File: config.mk
export PLATFORM = sky130hd
export DESIGN_NAME = stopwatch_ctrl
export DESIGN_NICKNAME = d
export VERILOG_FILES = /design/src/rtl/stopwatch_pkg.sv /design/src/rtl/btn_debounce.sv /design/src/rtl/stopwatch_ctrl.sv
export SDC_FILE = /design/constraint.sdc
export NUM_CORES = 1
export LEC_CHECK = 0
export BUFFER_PORTS_ARGS = -buffer_cell sky130_fd_sc_hd__buf_2
export CAP_MARGIN = 40
export CORE_MARGIN = 2
export CORE_UTILIZATION = 67
export CTS_CLUSTER_DIAMETER = 200
export CTS_CLUSTER_SIZE = 24
export DETAILED_ROUTE_END_ITERATION = 16
export MAX_ROUTING_LAYER = met4
export PLACE_DENSITY = 0.88
export SYNTH_ARGS = -nofsm -noshare
export SYNTH_HDL_FRONTEND = slang
export SYNTH_SLANG_ARGS = --single-unit
File: constraint.sdc
create_clock -name clk -period 2.9 [get_ports clk]
set_input_delay 0.58 -clock clk [delete_from_list [all_inputs] [get_ports clk]]
set_output_delay 0.58 -clock clk [all_outputs]
set_load 0.1 [all_outputs]
File: src/rtl/stopwatch_pkg.sv
// Shared definitions for the stopwatch control path: state encoding,
// default timing parameters and the datapath count limit.
package stopwatch_pkg;

  // Encoded controller state as seen on the state output.
  typedef enum logic [1:0] {
    ST_STOP  = 2'd0,
    ST_RUN   = 2'd1,
    ST_CLEAR = 2'd2
  } state_e;

  // 10 ms of stable input at 100 MHz before a debounced level changes.
  localparam int DEF_DEBOUNCE_CYCLES = 1_000_000;
  // 10 Hz count tick at 100 MHz.
  localparam int DEF_TICK_DIV        = 10_000_000;
  // Largest value of the 0..9999 display counter.
  localparam int COUNT_MAX           = 9999;

endpackage

File: src/rtl/btn_debounce.sv
// One push-button input path: 2-FF synchronizer, stable-count debouncer
// and a registered rising-edge detector producing a one-cycle press.
module btn_debounce
  import stopwatch_pkg::*;
#(
  parameter int DEBOUNCE_CYCLES = DEF_DEBOUNCE_CYCLES
) (
  input  logic clk,
  input  logic reset,
  input  logic btn_in,
  output logic level,
  output logic press
);

  localparam int CW = (DEBOUNCE_CYCLES > 1) ? $clog2(DEBOUNCE_CYCLES) : 1;
  localparam logic [CW-1:0] CNT_LAST = CW'(DEBOUNCE_CYCLES - 1);

  logic [1:0]    sync_q;
  logic          level_q, level_d;
  logic          level_prev_q;
  logic          press_q;
  logic [CW-1:0] cnt_q, cnt_d;

  // Bring the raw asynchronous button into the clk domain; sync_q[1] is safe to use.
  always_ff @(posedge clk or negedge reset) begin
    if (!reset) sync_q <= 2'b00;
    else        sync_q <= {sync_q[0], btn_in};
  end

  // Count consecutive cycles the synced value disagrees with the debounced level;
  // any agreement restarts the count, reaching the last count adopts the new value.
  always_comb begin
    level_d = level_q;
    cnt_d   = '0;
    if (sync_q[1] != level_q) begin
      if (cnt_q == CNT_LAST) begin
        level_d = sync_q[1];
      end else begin
        cnt_d = cnt_q + 1'b1;
      end
    end
  end

  // Debounce state plus the edge detector; press fires the cycle after level rises.
  always_ff @(posedge clk or negedge reset) begin
    if (!reset) begin
      level_q      <= 1'b0;
      level_prev_q <= 1'b0;
      press_q      <= 1'b0;
      cnt_q        <= '0;
    end else begin
      level_q      <= level_d;
      level_prev_q <= level_q;
      press_q      <= level_q & ~level_prev_q;
      cnt_q        <= cnt_d;
    end
  end

  assign level = level_q;
  assign press = press_q;

endmodule

File: src/rtl/stopwatch_ctrl.sv
// Stopwatch controller: debounces run/clear buttons, sequences STOP/RUN/CLEAR
// and produces the count-enable tick and the synchronous counter clear.
module stopwatch_ctrl
  import stopwatch_pkg::*;
#(
  parameter int DEBOUNCE_CYCLES = DEF_DEBOUNCE_CYCLES,
  parameter int TICK_DIV        = DEF_TICK_DIV
) (
  input  logic       clk,
  input  logic       reset,
  input  logic       btn_run,
  input  logic       btn_clear,
  output logic       cnt_en,
  output logic       cnt_clr,
  output logic       running,
  output logic [1:0] state
);

  localparam int PW = $clog2(TICK_DIV);
  localparam logic [PW-1:0] PRESC_LAST = PW'(TICK_DIV - 1);

  // Index 0 is the run/stop button, index 1 the clear button.
  logic [1:0] btn_raw;
  logic [1:0] btn_press;

  state_e        state_q, state_d;
  logic [PW-1:0] presc_q, presc_d;
  logic          running_q;
  logic          tick;

  assign btn_raw = {btn_clear, btn_run};

  genvar gi;
  generate
    for (gi = 0; gi < 2; gi++) begin : g_btn
      btn_debounce #(
        .DEBOUNCE_CYCLES(DEBOUNCE_CYCLES)
      ) u_btn (
        .clk   (clk),
        .reset (reset),
        .btn_in(btn_raw[gi]),
        .level (),
        .press (btn_press[gi])
      );
    end
  endgenerate

  // Count period ends on the last prescaler value while running.
  assign tick = (state_q == ST_RUN) && (presc_q == PRESC_LAST);

  // Next state and next prescaler; clear wins over run in STOP, clear is ignored in RUN.
  always_comb begin
    state_d = state_q;
    presc_d = presc_q;
    case (state_q)
      ST_STOP: begin
        if (btn_press[1])      state_d = ST_CLEAR;
        else if (btn_press[0]) state_d = ST_RUN;
      end
      ST_RUN: begin
        if (btn_press[0]) state_d = ST_STOP;
        presc_d = tick ? '0 : presc_q + 1'b1;
      end
      ST_CLEAR: begin
        state_d = ST_STOP;
        presc_d = '0;
      end
      default: state_d = ST_STOP;
    endcase
  end

  // State, prescaler and the registered running flag.
  always_ff @(posedge clk or negedge reset) begin
    if (!reset) begin
      state_q   <= ST_STOP;
      presc_q   <= '0;
      running_q <= 1'b0;
    end else begin
      state_q   <= state_d;
      presc_q   <= presc_d;
      running_q <= (state_d == ST_RUN);
    end
  end

  assign state   = state_q;
  assign running = running_q;
  assign cnt_clr = (state_q == ST_CLEAR);
  assign cnt_en  = tick;

endmodule

==> impl_metrics.csv <==
group,metric,value,unit
setup_path,endpoint,"cnt_en",
setup_path,max_stage_delay,440,ps
global_routing,gr-total-overflow,0,
clock_tree,post-cts-setup-buffers,0,
drt,drc,0,
die,fp.dieW,79.2,um
yosys,syn-instance-count,384,
yosys,synth_area_leaders,"dfrtp_1, nor2_1, xor2_1, xnor2_1, nand3_1",
yosys,synth-adder-area-share,0.0198,
yosys,ys_seq_area_frac,0.508,
setup_path,critPathKind,"reg -> out",
yosys,syn_area,0.00379,mm^2
clock_tree,path_clk_slew,80,ps
setup_path,critical_path.cell_chain,"inv_1, ha_1, nor4bb_1, nand3_1, nor3_4, buf_2",
timing,fmax,0.367,GHz
power,p_int,1430,uW
setup_path,startpoint,"state[1]",
yosys,ys_ff_latch,77,
drt,firstDrtPassIters,4,
drt,wire_per_inst,15.7,um
yosys,ys_async_sr_fraction,1.00,
timing,finalHoldViolCount,0,
global_routing,use_met3,0.0489,
drt,drtAntennaViolNets,0,
power,p_sw,429,uW
drt,totalWireLength,7380,um
global_routing,grt_pass1_vias,2895,
power,p_clk_frac,0.385,
setup_path,cp.depth,6,
yosys,synthMuxAreaShare,0.0115,
setup_path,cp_slowest_cell,"buf_2",
placed_design,place_area,0.00389,mm^2
global_routing,grt_util_met1,0.326,
final_layout,drive_above_1_share,0.118,
power,power_density,456,mW/mm^2
run_status,status,"complete, no violations",
yosys,synth_top_family_by_area,"simple AND/OR/NAND/NOR gates",
final_layout,final_area,0.00407,mm^2
placed_design,dp_slack,451,ps
setup_path,crit_fanout,3,
yosys,yosysTopAreaCellShare,0.508,
placed_design,io_buffers,8,
final_layout,diodes,0,
clock_tree,clock_sinks,77,
timing,layout_setup_ws,175,ps
die,die_h,79.2,um
yosys,synth_warnings,0,
setup_path,cp-end-kind,"output pin",
timing,finalClockSkew,8.39,ps
setup_path,worstSetupStartpointType,"flop",
setup_path,crit_buf_inv,2,
yosys,synth_nets,394,
timing,drv_slew,0,
final_layout,finalNetCount,404,
clock_tree,clock_path_buffers,2,
setup_path,timing.rr.end,"presc_q[23]",
global_routing,grt_first_pass_wirelength,12700,um
power,power_leakage,0.00177,uW
run,drv_cap,0,
global_routing,use_met2,0.436,
setup_path,r2r-start,"state[0]",
clock_tree,clockRootBuffer,"clkbuf_8",
clock_tree,hold_buffers,0,
yosys,synth_compound_gate_area_share,0.0887,
placed_design,hpwlAfterDp,5120,um
final_layout,fin_cells,471,
drt,num_vias,2889,
setup_path,worstPathRequired,2320,ps
die,dieArea,0.00628,mm^2
die,ios,9,
global_routing,grt_antenna_before_repair,0,
setup_path,arrival,2150,ps
yosys,yosys.area.top_type,"dfrtp_1",
global_routing,track_usage,0.267,
timing,worst_pin_slew,655,ps
yosys,synth.distinct_cells,50,
clock_tree,cts_tree,"built",
clock_tree,h-tree-depth,3,
yosys,synthFlopType,"dfrtp_1",
yosys,synth_xor_area_frac,0.0855,
setup_path,rr_worst_depth,8,
setup_path,rrSetupSlack,350,ps
timing,finalCritPeriodShare,0.940,
clock_tree,clock_latency,340,ps
power,p_seq_frac,0.588,
die,core-area,0.00547,mm^2
yosys,synth_edf_count,0,
power,p_total,1850,uW
drt,drt-initial-drc-count,179,
clock_tree,cts_made_buffers,9,
timing,slew_headroom,0.559,
placed_design,place_inst,455,
die,initial_core_util,0.693,
drt,vias_per_cell,6.13,
power,vdd_drop_max,0.533,mV
min_path,min_path_type,"in -> async",
yosys,avgSynthCellArea,9.88,um^2
placed_design,place.gp.congestion,0.843,
timing,period_needed,2730,ps
die,rows,27,
yosys,synth-simple-area-share,0.246,
timing,rsz0062_at_grt,"false",
clock_tree,postCtsResizedCells,0,
power,swShare,0.231,
global_routing,top_usage_layer,"met2",
power,power_frac_comb,0.026,
global_routing,grt_max_degree,53,
final_layout,area_delta_synth_final,7.23,%
setup_path,cp_top_family,"simple AND/OR/NAND/NOR gates",
timing,setup_viol,0,
timing,setup_tns,0,ps
-- registers in the layout, indices dropped and copies added, names as in the netlist --
register	cells
g_btn.u_btn.cnt_q	40
presc_q	24
g_btn.u_btn.sync_q	4
g_btn.u_btn.level	2
g_btn.u_btn.level_prev_q	2
g_btn.u_btn.press	2
state	2
running	1
-- area by class of cell --
class                      instances  area [um^2]
clock inverter                     6         38.8
timing repair buffer              14         87.6
clock buffer                      10          138
fill                             402         1410
inverter                          15         56.3
multi-input combinational        277         1730
tap                               72         90.1
sequential                        77         1930
-- kinds of logic after synthesis --
kind of cell	after synthesis
buffers and inverters	30
flip-flops	77
XOR/XNOR	37
multiplexers	4
AND/OR/NAND/NOR	179
adder cells (fa/ha/maj)	6
AO/OA/AOI/OAI	51
-- layout by cell type, fill, tap and decap left out, types with 3 or more instances in the layout --
master / count
a22o_1: 3
inv_1: 15
nand4_1: 14
or3_1: 5
ha_1: 5
nand3_1: 25
o21ai_0: 8
and4_1: 4
buf_2: 7
xor2_1: 19
xnor2_1: 18
dfrtp_1: 76
o21ai_1: 3
nor2_1: 51
buf_4: 7
nor4b_1: 3
clkbuf_8: 10
nor4_1: 5
nor4bb_1: 3
a21oi_1: 10
nor3_1: 8
nor2b_1: 3
and3_1: 12
a31oi_1: 13
clkinv_2: 3
mux2_2: 3
a41oi_1: 5
nand2_1: 30
-- Yosys cell counts (4+ instances only) --
cell / number
nand3_1: 25
nand2_1: 30
a41oi_1: 5
clkbuf_1: 6
or3_1: 5
nand4_1: 14
nor3_1: 9
xor2_1: 19
o21ai_0: 8
nor4_1: 5
dfrtp_1: 77
nor2_1: 51
buf_2: 4
xnor2_1: 18
a31oi_1: 13
and3_1: 12
inv_1: 15
ha_1: 6
a21oi_1: 10
and4_1: 4
-- metal layers --
metal	vias to the layer above	wire length, um
met2	88	3810
met5	-	0
met1	1405	3130
met3	16	320
li1	1380	-
met4	0	122
-- through the flow --
stage,util,hold WS (ps)
4_1_cts,0.743,272
2_1_floorplan,-,284
6_report,0.743,244
5_1_grt,0.743,293
3_5_place_dp,0.711,335
3_3_place_gp,0.711,335
-- power by group through the flow --
stage	clock [uW]	combinational [uW]	sequential, uW
after global placement	0	49.0	1110
after detailed placement	0	50.9	1110
after global routing	776	59.4	1090
after floorplan	0	21.4	1110
final	714	49.0	1090
after CTS	723	51.1	1090
-- worst register-to-register path, cell delays in order, from the launching register on --
cell	delay, ps
dfrtp_2	380
inv_1	70
ha_1	310
inv_1	150
nor2_1	260
o31a_1	600
buf_4	300
or2b_1	250
a31oi_1	150
-- worst min-delay path by stage --
stage | start | end | depth (start not counted)
6_report | reset | presc_q[6] | 1
5_1_grt | reset | presc_q[6] | 1
4_1_cts | reset | presc_q[2] | 1
3_5_place_dp | g_btn[1].u_btn.sync_q[0] | g_btn[1].u_btn.sync_q[1] | 0
3_3_place_gp | g_btn[1].u_btn.sync_q[0] | g_btn[1].u_btn.sync_q[1] | 0
2_1_floorplan | reset | g_btn[0].u_btn.cnt_q[0] | 0
Power figures use the tool's default switching activity.
